--- src/rtl/conv_result_reader_if.sv ---
// Valid/ready result stream from conv_result_reader to its consumer.
interface conv_result_reader_if #(
    parameter int unsigned DATA_W = 32
);
    logic [DATA_W-1:0] out_data;
    logic              out_valid;
    logic              out_ready;
    logic              out_last;

    modport master (output out_data, output out_valid, output out_last, input out_ready);
    modport slave  (input out_data, input out_valid, input out_last, output out_ready);
endinterface

--- src/rtl/conv_result_reader.sv ---
// Streams the convolution result region (base, len) out of memory as a valid/ready burst.
// Optional running checksum of streamed words: define CONV_READER_CHECKSUM_EN.
module conv_result_reader #(
    parameter int unsigned ADDR_W = 7,
    parameter int unsigned DATA_W = 32
) (
    input  logic                 clk,
    input  logic                 rst,
    input  logic                 start,
    input  logic [ADDR_W-1:0]    base,
    input  logic [ADDR_W-1:0]    len,
    output logic [ADDR_W-1:0]    rd_index,
    output logic                 rd_en,
    input  logic [DATA_W-1:0]    rd_data,
    conv_result_reader_if.master out_if,
    output logic                 busy,
    output logic                 finished,
    output logic [DATA_W-1:0]    checksum
);
    typedef enum logic [1:0] {S_IDLE, S_READ, S_DRAIN, S_FIN} state_e;

    state_e            state_q, state_d;
    logic [ADDR_W-1:0] base_q, base_d, len_q, len_d;
    logic [ADDR_W-1:0] issued_q, issued_d, popped_q, popped_d;
    logic              busy_q, busy_d, finished_q, finished_d;
    logic [DATA_W-1:0] fifo_q [2];
    logic [1:0]        count_q;
    logic              wr_ptr_q, rd_ptr_q, inflight_q;
    logic              pop, push, fifo_pop;
    logic [2:0]        occ_after;

    // The word in flight is presented straight from rd_data while the FIFO is empty;
    // it is still captured into the FIFO if not taken, so a stalled word stays stable.
    assign out_if.out_valid = (count_q != 2'd0) | inflight_q;
    assign out_if.out_data  = (count_q != 2'd0) ? fifo_q[rd_ptr_q] : rd_data;
    assign out_if.out_last  = out_if.out_valid & (popped_q == len_q - ADDR_W'(1));

    assign pop       = out_if.out_valid & out_if.out_ready;
    assign fifo_pop  = pop & (count_q != 2'd0);
    assign push      = inflight_q & ~(pop & (count_q == 2'd0));
    assign occ_after = {1'b0, count_q} + {2'b0, inflight_q} - {2'b0, pop};
    assign rd_index  = base_q + issued_q;
    assign busy      = busy_q;
    assign finished  = finished_q;

    // Next-state, read issue and counters.
    always_comb begin
        state_d  = state_q;
        base_d   = base_q;
        len_d    = len_q;
        issued_d = issued_q;
        popped_d = pop ? popped_q + ADDR_W'(1) : popped_q;
        rd_en    = 1'b0;
        unique case (state_q)
            S_IDLE: begin
                if (start) begin
                    base_d   = base;
                    len_d    = len;
                    issued_d = '0;
                    popped_d = '0;
                    state_d  = (len == '0) ? S_FIN : S_READ;
                end
            end
            S_READ: begin
                if (occ_after < 3'd2) begin
                    rd_en    = 1'b1;
                    issued_d = issued_q + ADDR_W'(1);
                    if (issued_d == len_q) state_d = S_DRAIN;
                end
            end
            S_DRAIN: begin
                if (occ_after == 3'd0) state_d = S_FIN;
            end
            S_FIN: state_d = S_IDLE;
            default: state_d = S_IDLE;
        endcase
        busy_d     = (state_d == S_READ) || (state_d == S_DRAIN);
        finished_d = (state_d == S_FIN);
    end

    always_ff @(posedge clk or negedge rst) begin
        if (!rst) begin
            state_q    <= S_IDLE;
            base_q     <= '0;
            len_q      <= '0;
            issued_q   <= '0;
            popped_q   <= '0;
            busy_q     <= 1'b0;
            finished_q <= 1'b0;
        end else begin
            state_q    <= state_d;
            base_q     <= base_d;
            len_q      <= len_d;
            issued_q   <= issued_d;
            popped_q   <= popped_d;
            busy_q     <= busy_d;
            finished_q <= finished_d;
        end
    end

    // Two-entry skid FIFO plus the single outstanding memory read.
    always_ff @(posedge clk or negedge rst) begin
        if (!rst) begin
            fifo_q[0]  <= '0;
            fifo_q[1]  <= '0;
            count_q    <= '0;
            wr_ptr_q   <= 1'b0;
            rd_ptr_q   <= 1'b0;
            inflight_q <= 1'b0;
        end else begin
            if (push) begin
                fifo_q[wr_ptr_q] <= rd_data;
                wr_ptr_q         <= ~wr_ptr_q;
            end
            if (fifo_pop) rd_ptr_q <= ~rd_ptr_q;
            count_q    <= count_q + {1'b0, push} - {1'b0, fifo_pop};
            inflight_q <= rd_en;
        end
    end

`ifdef CONV_READER_CHECKSUM_EN
    logic [DATA_W-1:0] sum_q;

    always_ff @(posedge clk or negedge rst) begin
        if (!rst) begin
            sum_q <= '0;
        end else if (start && (state_q == S_IDLE)) begin
            sum_q <= '0;
        end else if (pop) begin
            sum_q <= sum_q + out_if.out_data;
        end
    end

    assign checksum = sum_q;
`else
    assign checksum = '0;
`endif
endmodule
--- src/flat_wrapper.sv ---
// flat-port wrapper written by rule: the top's interface ports become plain ports
module conv_result_reader_flat 
#(
    parameter int unsigned ADDR_W = 7,
    parameter int unsigned DATA_W = 32
)
  (clk, rst, start, base, len, rd_index, rd_en, rd_data, busy, finished, checksum, out_if_out_data, out_if_out_valid, out_if_out_last, out_if_out_ready);
  conv_result_reader_if #(.DATA_W(DATA_W)) out_if_i ();
  input  logic clk;
  input  logic rst;
  input  logic start;
  input  logic [ADDR_W-1:0] base;
  input  logic [ADDR_W-1:0] len;
  output logic [ADDR_W-1:0] rd_index;
  output logic rd_en;
  input  logic [DATA_W-1:0] rd_data;
  output logic busy;
  output logic finished;
  output logic [DATA_W-1:0] checksum;
  output wire logic [$bits(out_if_i.out_data)-1:0] out_if_out_data;
  output wire logic [$bits(out_if_i.out_valid)-1:0] out_if_out_valid;
  output wire logic [$bits(out_if_i.out_last)-1:0] out_if_out_last;
  input wire logic [$bits(out_if_i.out_ready)-1:0] out_if_out_ready;
  assign out_if_out_data = out_if_i.out_data;
  assign out_if_out_valid = out_if_i.out_valid;
  assign out_if_out_last = out_if_i.out_last;
  assign out_if_i.out_ready = out_if_out_ready;
  conv_result_reader #(.ADDR_W(ADDR_W), .DATA_W(DATA_W)) u_core (.clk(clk), .rst(rst), .start(start), .base(base), .len(len), .rd_index(rd_index), .rd_en(rd_en), .rd_data(rd_data), .out_if(out_if_i), .busy(busy), .finished(finished), .checksum(checksum));
endmodule
--- config.mk ---
export PLATFORM = sky130hd
export DESIGN_NAME = conv_result_reader_flat
export DESIGN_NICKNAME = d
export VERILOG_FILES = /design/src/rtl/conv_result_reader_if.sv /design/src/rtl/conv_result_reader.sv /design/src/flat_wrapper.sv
export SDC_FILE = /design/constraint.sdc
export NUM_CORES = 1
export LEC_CHECK = 0
export CORE_MARGIN = 1.5
export CORE_UTILIZATION = 51
export DETAILED_ROUTE_END_ITERATION = 8
export GPL_ROUTABILITY_DRIVEN = 1
export MAX_ROUTING_LAYER = met4
export PLACE_DENSITY = 0.86
export SLEW_MARGIN = 0
export SYNTH_ARGS = -nofsm -noshare
export SYNTH_HDL_FRONTEND = slang
export SYNTH_SLANG_ARGS = --single-unit
--- constraint.sdc ---
create_clock -name clk -period 3.9 [get_ports clk]
set_clock_uncertainty 0.15 [all_clocks]
set_input_delay 0.78 -clock clk [delete_from_list [all_inputs] [get_ports clk]]
set_output_delay 0.78 -clock clk [all_outputs]
set_load 0.03 [all_outputs]
* Word level (Yosys, flattened, before mapping)
Index checks and enable logic that the tools add are counted.
** Storage, ports and cells
- Register bits :: 101
** Cells by class
- Equality and inequality tests :: 10
- Mux-type cells :: 21
- Add/sub/neg operators :: 8
- Reduce and logical (&&, ||, !) cells :: 10
- Bitwise logic cells :: 11
- Order comparisons :: 4
** Operator list (number)
- 32-bit 2-to-1 mux :: 5
- 64-bit bitwise mux :: 1
- 7-bit 2-to-1 mux :: 5
- 32-bit demux with 1-bit select :: 1
- 7-bit by 1-bit adder with 7-bit output (second input constant) :: 2
- 7-bit == test :: 2
- 7-bit case mux with 2 select lines :: 1
- 2-bit 2-to-1 mux :: 5
- 2-bit == test (second input constant) :: 4
- 2-bit case mux with 4 select lines :: 1
- 7-bit adder :: 1
- 7-bit logical NOT :: 1
- 7-bit by 1-bit subtractor with 7-bit output (second input constant) :: 1
- 1-bit bitwise AND :: 5
- 2-bit by 1-bit == test with 1-bit output (second input constant) :: 2
- 2-bit greater-or-equal comparator (second input constant) :: 2
- 2-bit logical NOT :: 2
- 1-bit inverter with 2-bit output :: 2
- 2-bit nonzero test :: 2
- 2-bit by 1-bit adder with 3-bit output :: 1
- 3-bit logical NOT :: 1
- 3-bit by 2-bit < comparator with 1-bit output (second input constant) :: 1
- 1-bit inverter :: 3
- 3-bit AND reduction :: 1
- 11 further kinds :: 12

* Logic depth before layout (Yosys ltp)
- Depth after elaboration :: 9
- Gate-level depth with buffers :: 13

* Worst setup path before layout
Ideal clock, no wire load.
- Kind :: input to register
- Start point :: input out_if_out_ready
- End point :: register u_core.busy_q (netlist: u_core.busy)
- Cell stages on the path :: 12
- Buffers on the path :: 0
- Setup time :: 126 ps
- Data arrival time :: 3317 ps
- Setup slack :: 307 ps
- Path through :: o31ai_1 nor2_1 o21bai_1 ha_1 inv_1 fa_1 xnor2_4 nand2_1 or4_1 nor4_2 a31o_1 ha_1
** On the way
- Word-level cells in the longest chain between the ends :: 7
- Elaborated cells on any way between the ends :: 10
- Classes of those cells :: 1 x add/sub; 1 x order compare; 2 x eq/ne; 3 x mux; 1 x bitwise; 2 x reduce/logical
** RTL lines
- start: declaration :: RTL line flat_wrapper.sv:23 : input wire logic [$bits(out_if_i.out_ready)-1:0] out_if_out_ready;
- 1-bit bitwise AND * :: RTL line conv_result_reader.sv:38 : assign pop = out_if.out_valid & out_if.out_ready;
- 3-bit by 1-bit subtractor with 3-bit output * :: RTL line conv_result_reader.sv:41 : assign occ_after = {1'b0, count_q} + {2'b0, inflight_q} - {2'b0, pop};
- 3-bit by 2-bit < comparator with 1-bit output or 3-bit logical NOT (tied branches) :: RTL line conv_result_reader.sv:65, conv_result_reader.sv:72
- 2-bit 2-to-1 mux (on tied branches) :: RTL line conv_result_reader.sv:65, conv_result_reader.sv:72
- 2-bit case mux with 4 select lines * :: RTL line conv_result_reader.sv:54 : unique case (state_q)
- named net u_core.state_d[1] :: RTL line conv_result_reader.sv:22 : state_e state_q, state_d;
- 2-bit by 1-bit == test with 1-bit output or 2-bit == test (tied branches) :: RTL line conv_result_reader.sv:77 : busy_d = (state_d == S_READ) || (state_d == S_DRAIN);
- 1-bit logical OR * :: RTL line conv_result_reader.sv:77
- named net u_core.busy_d :: RTL line conv_result_reader.sv:25 : logic busy_q, busy_d, finished_q, finished_d;
- end signal: assignment :: RTL line conv_result_reader.sv:96 : busy_q <= busy_d;
- end: declaration :: RTL line conv_result_reader.sv:25
The timed path passes the listed nets; every way through them passes the cells marked *.
A chain may end at the register's enable or synchronous reset.

* Worst setup path in the final report
- Start point :: register u_core.issued_q[0]
- End point :: output rd_index[6]
** On the way
- Word-level cells in the longest chain between the ends :: 1
** RTL lines
- start: declaration :: RTL line conv_result_reader.sv:24 : logic [ADDR_W-1:0] issued_q, issued_d, popped_q, popped_d;
- start signal: assignment :: RTL line conv_result_reader.sv:94 : issued_q <= issued_d;
- 7-bit adder :: RTL line conv_result_reader.sv:42 : assign rd_index = base_q + issued_q;
- end: declaration :: RTL line flat_wrapper.sv:14 : output logic [ADDR_W-1:0] rd_index;
Every way passes these cells.

==> results_dict.tcl <==
set metrics [dict create \
    finalCritPeriodShare 0.937 \
    synth.most_common_cell "dfrtp_1" \
    timing.final.ws_setup_ns 0.247 \
    synth_commonest_cells "dfrtp_1, mux2_2, nand2_1, o21ai_0, mux2i_1" \
    slowest_delay_ns 0.48 \
    io_pins 126 \
    cap_viol_max_count 0 \
    viasPerCell 5.29 \
    synthesis.area_um2 5510 \
    required_ns 2.97 \
    final_antenna_net_count 0 \
    yosys-top-cells-area "dfrtp_1, mux2_2, mux2i_1, buf_4, o21ai_0" \
    min_path_type "in -> async" \
    die-width_um 107 \
    critical_path_arrival_ns 2.72 \
    synthArstFlopShare 1.00 \
    status "completed" \
    rsz0062_at_grt "false" \
    period_needed_ns 3.65 \
    yosys_register_bits 101 \
    cp_max_fo 7 \
    yosys_most_used_dff "dfrtp_1" \
    post-place-ws_ns -0.271 \
    cts_max_path_buffers 2 \
    drive_gt1_frac 0.192 \
    crit_chain "ha_1 > inv_1 > fa_1 > nor2b_1 > o21ai_0 > a21boi_1 > nor4_1 > nor3b_1 > dlygate4sd2_1" \
    cts.sinks 101 \
    cp_slowest_cell "dfrtp_1" \
    fin_nets 654 \
    first_global_vias 3927 \
    p_total_mw 6.42 \
    cts_tree "done" \
    core_um2 10400 \
    slew_violations 0 \
    yosysTopAreaCellShare 0.459 \
    cellLeakagePower_nw 3.00 \
    syn_area_per_cell_um2 11.2 \
    ys_warn_count 0 \
    grt_pass1_wl_um 18700 \
    tightest_slew_ns 0.868 \
    num_vias 3861 \
    maxSlewHeadroom 0.419 \
    antenna_found_initial 0 \
    grt_use_total 0.211 \
    grt_max_degree 67 \
    utilization 0.647 \
    first_pass_iters 4 \
    finalSetupViolations 0 \
    num_rows 37 \
    die_y_um 107 \
    finalHoldViolCount 0 \
    holdWs_ns 0.295 \
    finalWeightedCongestion 0.880 \
    clkLatencyLatePin_ns 0.36 \
    fmax_mhz 274 \
    finalWirelength_um 11100 \
    cp-end-kind "output pin" \
    start_util 0.529 \
    powerDensity_nw_per_um2 952 \
    ys_seq_area_frac 0.459 \
    path_clk_slew_ns 0.11 \
    grt_overflow 0 \
    avgRoutedWirePerCell_um 15.2 \
    n_antenna_cell 0 \
    synthToLayoutAreaGrowth_pct 22.3 \
    drc 0 \
    drt_iter0_drc 177 \
    start_kind "flop" \
    ir_drop_v 0.000532 \
    io_buffers 93 \
    htree_levels 3 \
    dpl.hpwl_um 7950 \
    root_buffer "clkbuf_8" \
    synth_edf_count 0 \
    dieArea_um2 11400 \
    placed_cell_area_um2 6530 \
    critPathKind "reg -> out" \
    numCtsBuffers 9 \
    yosys.area.top_type "dfrtp_1" \
    final_area_um2 6740 \
    syn_inst 492 \
    yosys.cell_types.count 47 \
]
[area by class of cell]
type	count	area [µm²]
sequential	101	2530
tap	136	170
inverter	12	45.0
clock inverter	7	66.3
multi-input combinational	354	2730
clock buffer	9	124
timing repair buffer	111	1080
fill	786	3680
[sequential cells by signal, summed over array words and instances (netlist names)]
name / count
u_core.busy: 1
u_core.wr_ptr_q: 1
u_core.popped_q: 7
u_core.finished: 1
u_core.fifo_q: 64
u_core.count_q: 2
u_core.inflight_q: 1
u_core.state_q: 2
u_core.base_q: 7
u_core.len_q: 7
u_core.rd_ptr_q: 1
u_core.issued_q: 7
[worst max-delay path, delay by kind of cell (launching register included)]
family / cells / cell delay, ns
compound gates: 2 / 0.40
buf+inv: 2 / 0.47
simple gates: 3 / 0.39
fa+ha+maj: 2 / 0.62
flops: 1 / 0.48
[path summary, 6_finish.rpt]
| kind | startpoint | end | slack [ns] | cells past startpoint |
|---|---|---|---|---|
| worst max-delay path | u_core.issued_q[0] | rd_index[6] | 0.25 | 9 |
| worst min-delay path | rst | u_core.fifo_q[50] | 0.30 | 1 |
| worst max register to register | u_core.inflight_q | u_core.busy | 0.55 | 11 |
| worst min register to register | u_core.fifo_q[41] | u_core.fifo_q[41] | 0.34 | 1 |
| max in group asynchronous | rst | u_core.fifo_q[41] | 2.61 | 2 |
| min in group clk | u_core.fifo_q[41] | u_core.fifo_q[41] | 0.34 | 1 |
[repair_timing]
| action | CTS | global route |
|---|---|---|
| pin swaps | 0 | 2 |
| setup endpoints to repair | 1 | 3 |
| buffers inserted | 0 | 1 |
| hold buffers | 0 | 0 |
| cloned | 0 | 0 |
| gates resized for setup | 1 | 6 |
[metal layers]
metal / vias up / part of all wire / track usage
met1: 1890 / 0.44 / 0.266
li1: 1844 / - / -
met5: - / 0 / -
met3: 20 / 0.032 / 0.0267
met4: 0 / 0.019 / 0.0790
met2: 107 / 0.51 / 0.352
[cell usage in the layout (no fill, tap or decap), types with 13 or more instances in the layout]
master	count
buf_4	18
clkdlybuf4s50_1	88
conb_1	32
dfrtp_1	100
ha_1	13
mux2_2	67
mux2i_1	33
nand2_1	44
nor2_1	17
o21ai_0	41
xnor2_1	19
xor2_1	15
[where the power goes]
part           internal, mW  switching [mW]
combinational          1.79            2.01
sequential             1.54           0.432
clock                 0.248           0.393
total                  3.58            2.84
[cells by family after synthesis]
logic type               synth area share
flip-flops                          0.459
adder cells (fa/ha/maj)            0.0368
multiplexers                        0.215
AO/OA/AOI/OAI                      0.0733
XOR/XNOR                           0.0640
other                            0.000681
buffers and inverters              0.0711
AND/OR/NAND/NOR                    0.0802
[metrics by stage]
| stage | setup TNS (ns) | instances |
|---|---|---|
| finish | 0 | 730 |
| floorplan | 0 | 523 |
| CTS | 0 | 729 |
| detailed placement | -0.411 | 713 |
| global route | 0 | 730 |
| global placement | -0.200 | 713 |
No activity file was read; power rests on OpenSTA's default activity.
